`src/rtl/alu_sched_pkg.sv`:
```
// Shared definitions for the two-requester ALU scheduler.
//   DEF_*   : default widths/limits used by alu_req_scheduler parameters
//   state_t : scheduler FSM states (IDLE -> ISSUE -> RESP -> IDLE)
//   req_t   : one request record {sel, a, b, cin} at the default widths
package alu_sched_pkg;

  localparam int DEF_DATA_W  = 16;
  localparam int DEF_SEL_W   = 5;
  localparam int DEF_NUM_OPS = 20;
  localparam int DEF_ALU_LAT = 1;

  typedef enum logic [1:0] {
    IDLE  = 2'd0,
    ISSUE = 2'd1,
    RESP  = 2'd2
  } state_t;

  typedef struct packed {
    logic [DEF_SEL_W-1:0]  sel;
    logic [DEF_DATA_W-1:0] a;
    logic [DEF_DATA_W-1:0] b;
    logic                  cin;
  } req_t;

endpackage

```
`src/rtl/rr_arb2.sv`:
```
// Two-way round-robin arbiter.
//   clk, rst : clock, synchronous active-high reset
//   req[1:0] : requesters currently asking
//   advance  : the current grant was taken; remember who won
//   gnt[1:0] : one-hot grant (zero when nobody asks)
// After reset requester 1 counts as the last winner, so requester 0 wins the first tie.
module rr_arb2 (
  input  logic       clk,
  input  logic       rst,
  input  logic [1:0] req,
  input  logic       advance,
  output logic [1:0] gnt
);

  logic last_p0;

  always_ff @(posedge clk) begin
    if (rst) begin
      last_p0 <= 1'b1;
    end else if (advance) begin
      last_p0 <= gnt[1];
    end
  end

  always_comb begin
    gnt = 2'b00;
    case (req)
      2'b01:   gnt = 2'b01;
      2'b10:   gnt = 2'b10;
      2'b11:   gnt = last_p0 ? 2'b01 : 2'b10;
      default: gnt = 2'b00;
    endcase
  end

endmodule

```
`src/rtl/alu_req_scheduler.sv`:
```
// Shares one combinational ALU between two requesters.
//   req{0,1}_*  : valid/ready request channels (sel, a, b, cin)
//   rsp{0,1}_*  : valid/ready response channels (y, cout, err)
//   alu_*       : registered operands to the ALU, result/carry back from it
// One operation in flight at a time: accept in IDLE, hold operands for ALU_LAT cycles
// in ISSUE, present the captured result in RESP until the owner takes it.
// Illegal select codes skip ISSUE and answer err=1, y=0, cout=0.
module alu_req_scheduler
  import alu_sched_pkg::*;
#(
  parameter int DATA_W  = DEF_DATA_W,
  parameter int SEL_W   = DEF_SEL_W,
  parameter int NUM_OPS = DEF_NUM_OPS,
  parameter int ALU_LAT = DEF_ALU_LAT
) (
  input  logic              clk,
  input  logic              rst,
  input  logic              req0_valid,
  output logic              req0_ready,
  input  logic [SEL_W-1:0]  req0_sel,
  input  logic [DATA_W-1:0] req0_a,
  input  logic [DATA_W-1:0] req0_b,
  input  logic              req0_cin,
  input  logic              req1_valid,
  output logic              req1_ready,
  input  logic [SEL_W-1:0]  req1_sel,
  input  logic [DATA_W-1:0] req1_a,
  input  logic [DATA_W-1:0] req1_b,
  input  logic              req1_cin,
  output logic              rsp0_valid,
  input  logic              rsp0_ready,
  output logic [DATA_W-1:0] rsp0_y,
  output logic              rsp0_cout,
  output logic              rsp0_err,
  output logic              rsp1_valid,
  input  logic              rsp1_ready,
  output logic [DATA_W-1:0] rsp1_y,
  output logic              rsp1_cout,
  output logic              rsp1_err,
  output logic [SEL_W-1:0]  alu_select,
  output logic [DATA_W-1:0] alu_a,
  output logic [DATA_W-1:0] alu_b,
  output logic              alu_cin,
  input  logic [DATA_W-1:0] alu_y,
  input  logic              alu_cout
);

  localparam int CNT_W = (ALU_LAT > 1) ? $clog2(ALU_LAT) : 1;

  function automatic logic sel_illegal(input logic [SEL_W-1:0] sel);
    return {1'b0, sel} >= (SEL_W + 1)'(NUM_OPS);
  endfunction

  state_t            state, state_nxt;
  logic [1:0]        gnt;
  logic              accept;
  logic              rsp_hs;
  logic [SEL_W-1:0]  acc_sel;
  logic [DATA_W-1:0] acc_a;
  logic [DATA_W-1:0] acc_b;
  logic              acc_cin;
  logic              acc_bad;

  logic              gid_p1;
  logic [CNT_W-1:0]  cnt_p1;
  logic [DATA_W-1:0] y_p2;
  logic              cout_p2;
  logic              err_p2;

  rr_arb2 u_arb (
    .clk     (clk),
    .rst     (rst),
    .req     ({req1_valid, req0_valid}),
    .advance (accept),
    .gnt     (gnt)
  );

  // Readies are forced low while reset is held so nothing is accepted then.
  always_comb begin
    req0_ready = (state == IDLE) && !rst && gnt[0];
    req1_ready = (state == IDLE) && !rst && gnt[1];
    accept     = req0_ready || req1_ready;
    acc_sel    = gnt[1] ? req1_sel : req0_sel;
    acc_a      = gnt[1] ? req1_a   : req0_a;
    acc_b      = gnt[1] ? req1_b   : req0_b;
    acc_cin    = gnt[1] ? req1_cin : req0_cin;
    acc_bad    = sel_illegal(acc_sel);
    rsp_hs     = (state == RESP) && (gid_p1 ? rsp1_ready : rsp0_ready);
  end

  always_comb begin
    state_nxt = state;
    case (state)
      IDLE:    if (accept) state_nxt = acc_bad ? RESP : ISSUE;
      ISSUE:   if (cnt_p1 == '0) state_nxt = RESP;
      RESP:    if (rsp_hs) state_nxt = IDLE;
      default: state_nxt = IDLE;
    endcase
  end

  always_ff @(posedge clk) begin
    if (rst) begin
      state <= IDLE;
    end else begin
      state <= state_nxt;
    end
  end

  always_ff @(posedge clk) begin
    if (rst) begin
      gid_p1     <= 1'b0;
      cnt_p1     <= '0;
      alu_select <= '0;
      alu_a      <= '0;
      alu_b      <= '0;
      alu_cin    <= 1'b0;
      y_p2       <= '0;
      cout_p2    <= 1'b0;
      err_p2     <= 1'b0;
    end else begin
      // Stage p1: grant id and operands registered on accept; alu_* hold afterwards.
      if (accept) begin
        gid_p1 <= gnt[1];
        if (acc_bad) begin
          y_p2    <= '0;
          cout_p2 <= 1'b0;
          err_p2  <= 1'b1;
        end else begin
          alu_select <= acc_sel;
          alu_a      <= acc_a;
          alu_b      <= acc_b;
          alu_cin    <= acc_cin;
          cnt_p1     <= CNT_W'(ALU_LAT - 1);
        end
      end
      // Stage p2: result captured on the last settle cycle.
      if (state == ISSUE) begin
        if (cnt_p1 == '0) begin
          y_p2    <= alu_y;
          cout_p2 <= alu_cout;
          err_p2  <= 1'b0;
        end else begin
          cnt_p1 <= cnt_p1 - CNT_W'(1);
        end
      end
    end
  end

  always_comb begin
    rsp0_valid = (state == RESP) && !gid_p1;
    rsp1_valid = (state == RESP) && gid_p1;
    rsp0_y     = y_p2;
    rsp1_y     = y_p2;
    rsp0_cout  = cout_p2;
    rsp1_cout  = cout_p2;
    rsp0_err   = err_p2;
    rsp1_err   = err_p2;
  end

endmodule
```
`config.mk`:
```
export PLATFORM = sky130hd
export DESIGN_NAME = alu_req_scheduler
export DESIGN_NICKNAME = d
export VERILOG_FILES = /design/src/rtl/alu_sched_pkg.sv /design/src/rtl/rr_arb2.sv /design/src/rtl/alu_req_scheduler.sv
export SDC_FILE = /design/constraint.sdc
export NUM_CORES = 1
export LEC_CHECK = 0
export CORE_MARGIN = 5
export CORE_UTILIZATION = 37
export DETAILED_ROUTE_END_ITERATION = 12
export GPL_TIMING_DRIVEN = 0
export PLACE_DENSITY = 0.81
export SLEW_MARGIN = 40
export SYNTH_ARGS = -nofsm -noshare
export SYNTH_HDL_FRONTEND = slang
export SYNTH_SLANG_ARGS = --single-unit
```
`constraint.sdc`:
```
create_clock -name clk -period 2.1 [get_ports clk]
set_input_delay 0.315 -clock clk [delete_from_list [all_inputs] [get_ports clk]]
set_output_delay 0.315 -clock clk [all_outputs]
set_load 0.005 [all_outputs]
```
* Yosys cells after proc, flatten, opt, wreduce, memory -nomap -nowiden
Index checks and enable logic that the tools add are counted.
Storage, ports and cells: bits in registers 61, bits in latches 0, memory bits (writable) 0, bits in read-only memories 0, bits of input ports 99, output and inout bits 78, word-level logic and storage cells 62, memories 0
Operators by class: add/subtract/negate cells 1, multiply operators 0, div/mod/pow operators 0, order comparisons 1, equal/unequal tests 8, shift operators 0, muxes and demuxes 28, bitwise operators 1, reduce and logical (&&, ||, !) cells 12
Operators with widths (number):
- 16-bit 2-to-1 mux | 6
- 1-bit 2-to-1 mux | 14
- 2-bit case mux with 3 select lines | 2
- 2-bit 2-to-1 mux | 5
- 2-bit == test (second input constant) | 3
- 1-bit logical AND | 6
- 2-bit inequality test (second input constant) | 3
- 5-bit greater-or-equal comparator (second input constant) | 1
- 5-bit 2-to-1 mux | 1
- 2-bit by 1-bit == test with 1-bit output (second input constant) | 2
- 3-bit AND reduction | 1
- 1-bit zero test | 2
- 2-bit zero test | 1
- 2-bit AND reduction | 1
- 1-bit logical OR | 1
- 1-bit NOT | 1
- 1-bit subtractor (second input constant) | 1

* Depth between registers and ports, before layout
depth in word-level cells 8, gate-level depth with buffers 7, mapped depth without buffers 4

* Cells and area by module
From an unflattened synthesis, not the netlist that was laid out.
Second synthesis, totals: cell total of the unflattened synthesis 271, area total of the unflattened synthesis 2864.0 µm²
By module, submodules not included:
- alu_req_scheduler | times used 1, cells an instance 265, area an instance 2810.2 µm², sequential area each 1201.2 µm²
- rr_arb2 | times used 1, cells an instance 6, area an instance 53.8 µm², sequential area each 20.0 µm²

* Worst setup path before layout
OpenSTA, ideal clock, no wires.
path kind input to register, start in req1_valid, end reg alu_select[4], setup time 0.115 ns, arrival 1.471 ns, required time 1.985 ns, slack 0.514 ns, stages on the path 6, path buffers 2, cell sequence a21boi_4 > mux2_2 > and2_1 > buf_4 > buf_6 > o21a_1
On the way: cells in the longest elaborated chain, start to end 6, elaborated cells between the ends (all ways) 11, those cells by class 1 x order compare; 3 x eq/ne; 2 x mux; 1 x bitwise; 4 x reduce/logical
Ends and longest elaborated chain:
- from (decl) | RTL line alu_req_scheduler.sv:24 | input logic req1_valid,
- 2-bit == test or 2-bit by 1-bit == test with 1-bit output (tied branches) | RTL line rr_arb2.sv:27 | case (req)
- 2-bit case mux with 3 select lines * | RTL line rr_arb2.sv:27
- 5-bit 2-to-1 mux | RTL line alu_req_scheduler.sv:83 | acc_sel = gnt[1] ? req1_sel : req0_sel;
- 5-bit greater-or-equal comparator | RTL line alu_req_scheduler.sv:51 | return {1'b0, sel} >= (SEL_W + 1)'(NUM_OPS);
- 1-bit NOT (no line)
- 2-bit AND reduction (no line)
- to (signal assigned) | RTL line alu_req_scheduler.sv:129 | alu_select <= acc_sel;
- to (decl) | RTL line alu_req_scheduler.sv:40 | output logic [SEL_W-1:0] alu_select,
Mark *: on every way between the ends. The rest lies on a longest branch, timed or not. A chain may end at the register's enable or synchronous reset.

* Final worst setup path
start reg state[0], end out req0_ready
On the way: cells in the longest elaborated chain, start to end 3
Ends and longest elaborated chain:
- from (decl) | RTL line alu_req_scheduler.sv:54 | state_t state, state_nxt;
- from (signal assigned) | RTL line alu_req_scheduler.sv:105 | state <= state_nxt;
- 2-bit zero test | RTL line alu_req_scheduler.sv:80 | req0_ready = (state == IDLE) && !rst && gnt[0];
- 1-bit logical AND (2 in a row) | RTL line alu_req_scheduler.sv:80
- to (decl) | RTL line alu_req_scheduler.sv:19 | output logic req0_ready,
No other way between the ends.

==> run metrics <==
Power Dens Cells 622 mW/mm²; f_max 0.500 GHz; dpl cell area 0.00467 mm²; Setup Viol. Count Final 0; Post-synth EDFFs 0; Post-Synth Adder-Cell Area 0; Data required, critical path 1.78 ns; latest clock arrival within the worst-skew pair 0.33 ns; mux contribution to synthesized area 0.148; vias in the first global route 2789; RSZ-0062 raised after global routing no; CTS Buffer Depth 2; Synth cell types 30; GRT overflow 0; Via density 4.92; crit end category primary output; DRC errors left 0; crit-path max FO 8; ANT nets after route 0; Worst Tran Pin Value 0.625 ns; Worst IR Drop VDD 0.381 mV; Max-Cap Viols 0; simple-gate share of the synthesized area 0.0391; largest net degree at the start of global routing 19; sequential share of the synthesized area 0.439; hold_buf cts 0; nets 554; leak pwr 1.83 nW; clock tree from TritonCTS done; start point of the critical path state[0]; main combinational cell family by area after synthesis compound AO/OA/AOI/OAI gates; I/O pin count 177; initial antenna violation count 0; Clock Sinks 61; Hold Startpoint alu_select[4]; clk root buf clkbuf_8; GRT Total Usage 0.187; Clock transition at path regs 0.06 ns; Die Y 96.7 µm; final hold vios 0; Die Wd 96.7 µm; asr flop ratio synth 0; WL/cell 16.0 µm; Row Count 31; max-slew violation count 0; Top FF cell, synth dfxtp_1; # diodes 0; GPL Wtd Cong 0.750; Iteration-0 DRC Markers 41; Worst EP arrival 1.68 ns; Syn Std Cell Area 0.00278 mm²; Synth Area in Compound Gates 0.275; final setup TNS 0 ns; die area 0.00935 mm²; Setup crit start kind flop; Yosys reg bits 61; Num CTS Buffers 9; skew final 0.00409 ns; Initial Util 0.382; iteration count of the initial detailed-routing pass 4; Synth Area in XOR/XNOR 0; Vias 2746; first-pass GRT wire length 14300 µm; post-route cell area 0.00485 mm²; fin crit period 2.00 ns; HP Class reg2reg; dpl hpwl 7220 µm; Mapped Cells 267; Slew headroom 0.583; Avg Cell Area, Syn 10.4 µm²; Synth Net Count 366; Detailed Route WL 8910 µm; CP Class reg2out; part of the cycle the worst path needs 0.952; reg-to-reg startpoint u_arb.last_p0; area of the core 0.00729 mm²; H-tree depth 3; synth warn 0; Port Buf Inserts 176; share of cells above drive strength 1 0.137; final hold slack 0.462 ns; status finished clean; P&R area growth vs syn 74.4%
==> path summary, 6_finish.rpt <==
check,end,slack (ns),cells after the start
worst max-delay path,req0_ready,0.10,3
worst min-delay path,alu_select[4],0.46,1
worst max register to register,rsp0_cout,0.21,6
worst min register to register,alu_select[4],0.46,1
==> Yosys cell counts (3+ instances only) <==
cell type | number | area share
buf_2 | 13 | 0.023
a211oi_1 | 29 | 0.078
clkbuf_1 | 5 | 0.0067
buf_4 | 22 | 0.059
mux2i_1 | 40 | 0.14
nor3_1 | 3 | 0.0054
dfxtp_1 | 61 | 0.44
a22o_1 | 17 | 0.054
a21oi_1 | 41 | 0.074
a211oi_2 | 8 | 0.036
==> layout make-up <==
| cell class | instances | area [µm²] |
|---|---|---|
| clock inverter | 2 | 10.0 |
| clock buffer | 13 | 149 |
| multi-input combinational | 163 | 1290 |
| buffer | 42 | 284 |
| tap | 99 | 124 |
| fill | 591 | 2440 |
| sequential | 61 | 1220 |
| timing repair buffer | 178 | 1770 |
==> registers in the layout, indices dropped and copies added, names as in the netlist <==
register	count
alu_a	16
state	2
rsp0_y	16
alu_b	16
gid_p1	1
alu_select	5
rsp0_err	1
rsp0_cout	1
u_arb.last_p0	1
alu_cin	1
cnt_p1	1
==> metal layers <==
layer	global-route usage	vias to the layer above	wire [µm]
li1	-	1355	-
met1	0.210	1255	3690
met2	0.326	125	4390
met3	0.0676	11	697
met4	0.0626	0	140
met5	0	-	0
==> repair_timing <==
item	4_1_cts	5_1_grt
endpoints found under the setup margin	1	2
resized for setup	5	1
setup buffers	2	0
==> critical path: stages, from the launching register on <==
cell             delay, ns
dfxtp_1               0.38
nor3_2                0.25
and3_1                0.20
clkdlybuf4s50_1       0.52
==> through the flow <==
stage / power [mW] / utilization / setup WS [ns] / instances
2_1_floorplan: 1.69 / - / 0.514 / 267
3_3_place_gp: 2.15 / 0.640 / -0.600 / 542
3_5_place_dp: 2.17 / 0.640 / -0.634 / 542
4_1_cts: 3.05 / 0.665 / 0.0432 / 558
5_1_grt: 3.19 / 0.665 / 0.00703 / 558
6_report: 3.02 / 0.665 / 0.101 / 558
==> report_power, final <==
part / total (mW) / switching (mW) / leakage [nW] / internal, mW
logic: 0.836 / 0.320 / 1.25 / 0.516
clock network: 0.870 / 0.419 / 0.0833 / 0.451
registers: 1.31 / 0.0594 / 0.500 / 1.25
==> placed cells by master, fill, tap and decap left out, types with 8 or more instances in the layout <==
cell type / synthesis / final
clkdlybuf4s50_1: 0 / 174
clkbuf_8: 0 / 10
dfxtp_1: 61 / 61
clkbuf_1: 5 / 8
a22o_1: 17 / 17
a21oi_1: 41 / 41
mux2i_1: 40 / 40
buf_4: 22 / 23
a211oi_2: 8 / 8
buf_2: 13 / 12
a211oi_1: 29 / 29
==> logic make-up after synthesis <==
family / after synthesis
buf+inv: 43
simple gates: 17
mux: 41
flops: 61
compound gates: 105
Note: power is estimated with default switching activity, not from simulation.
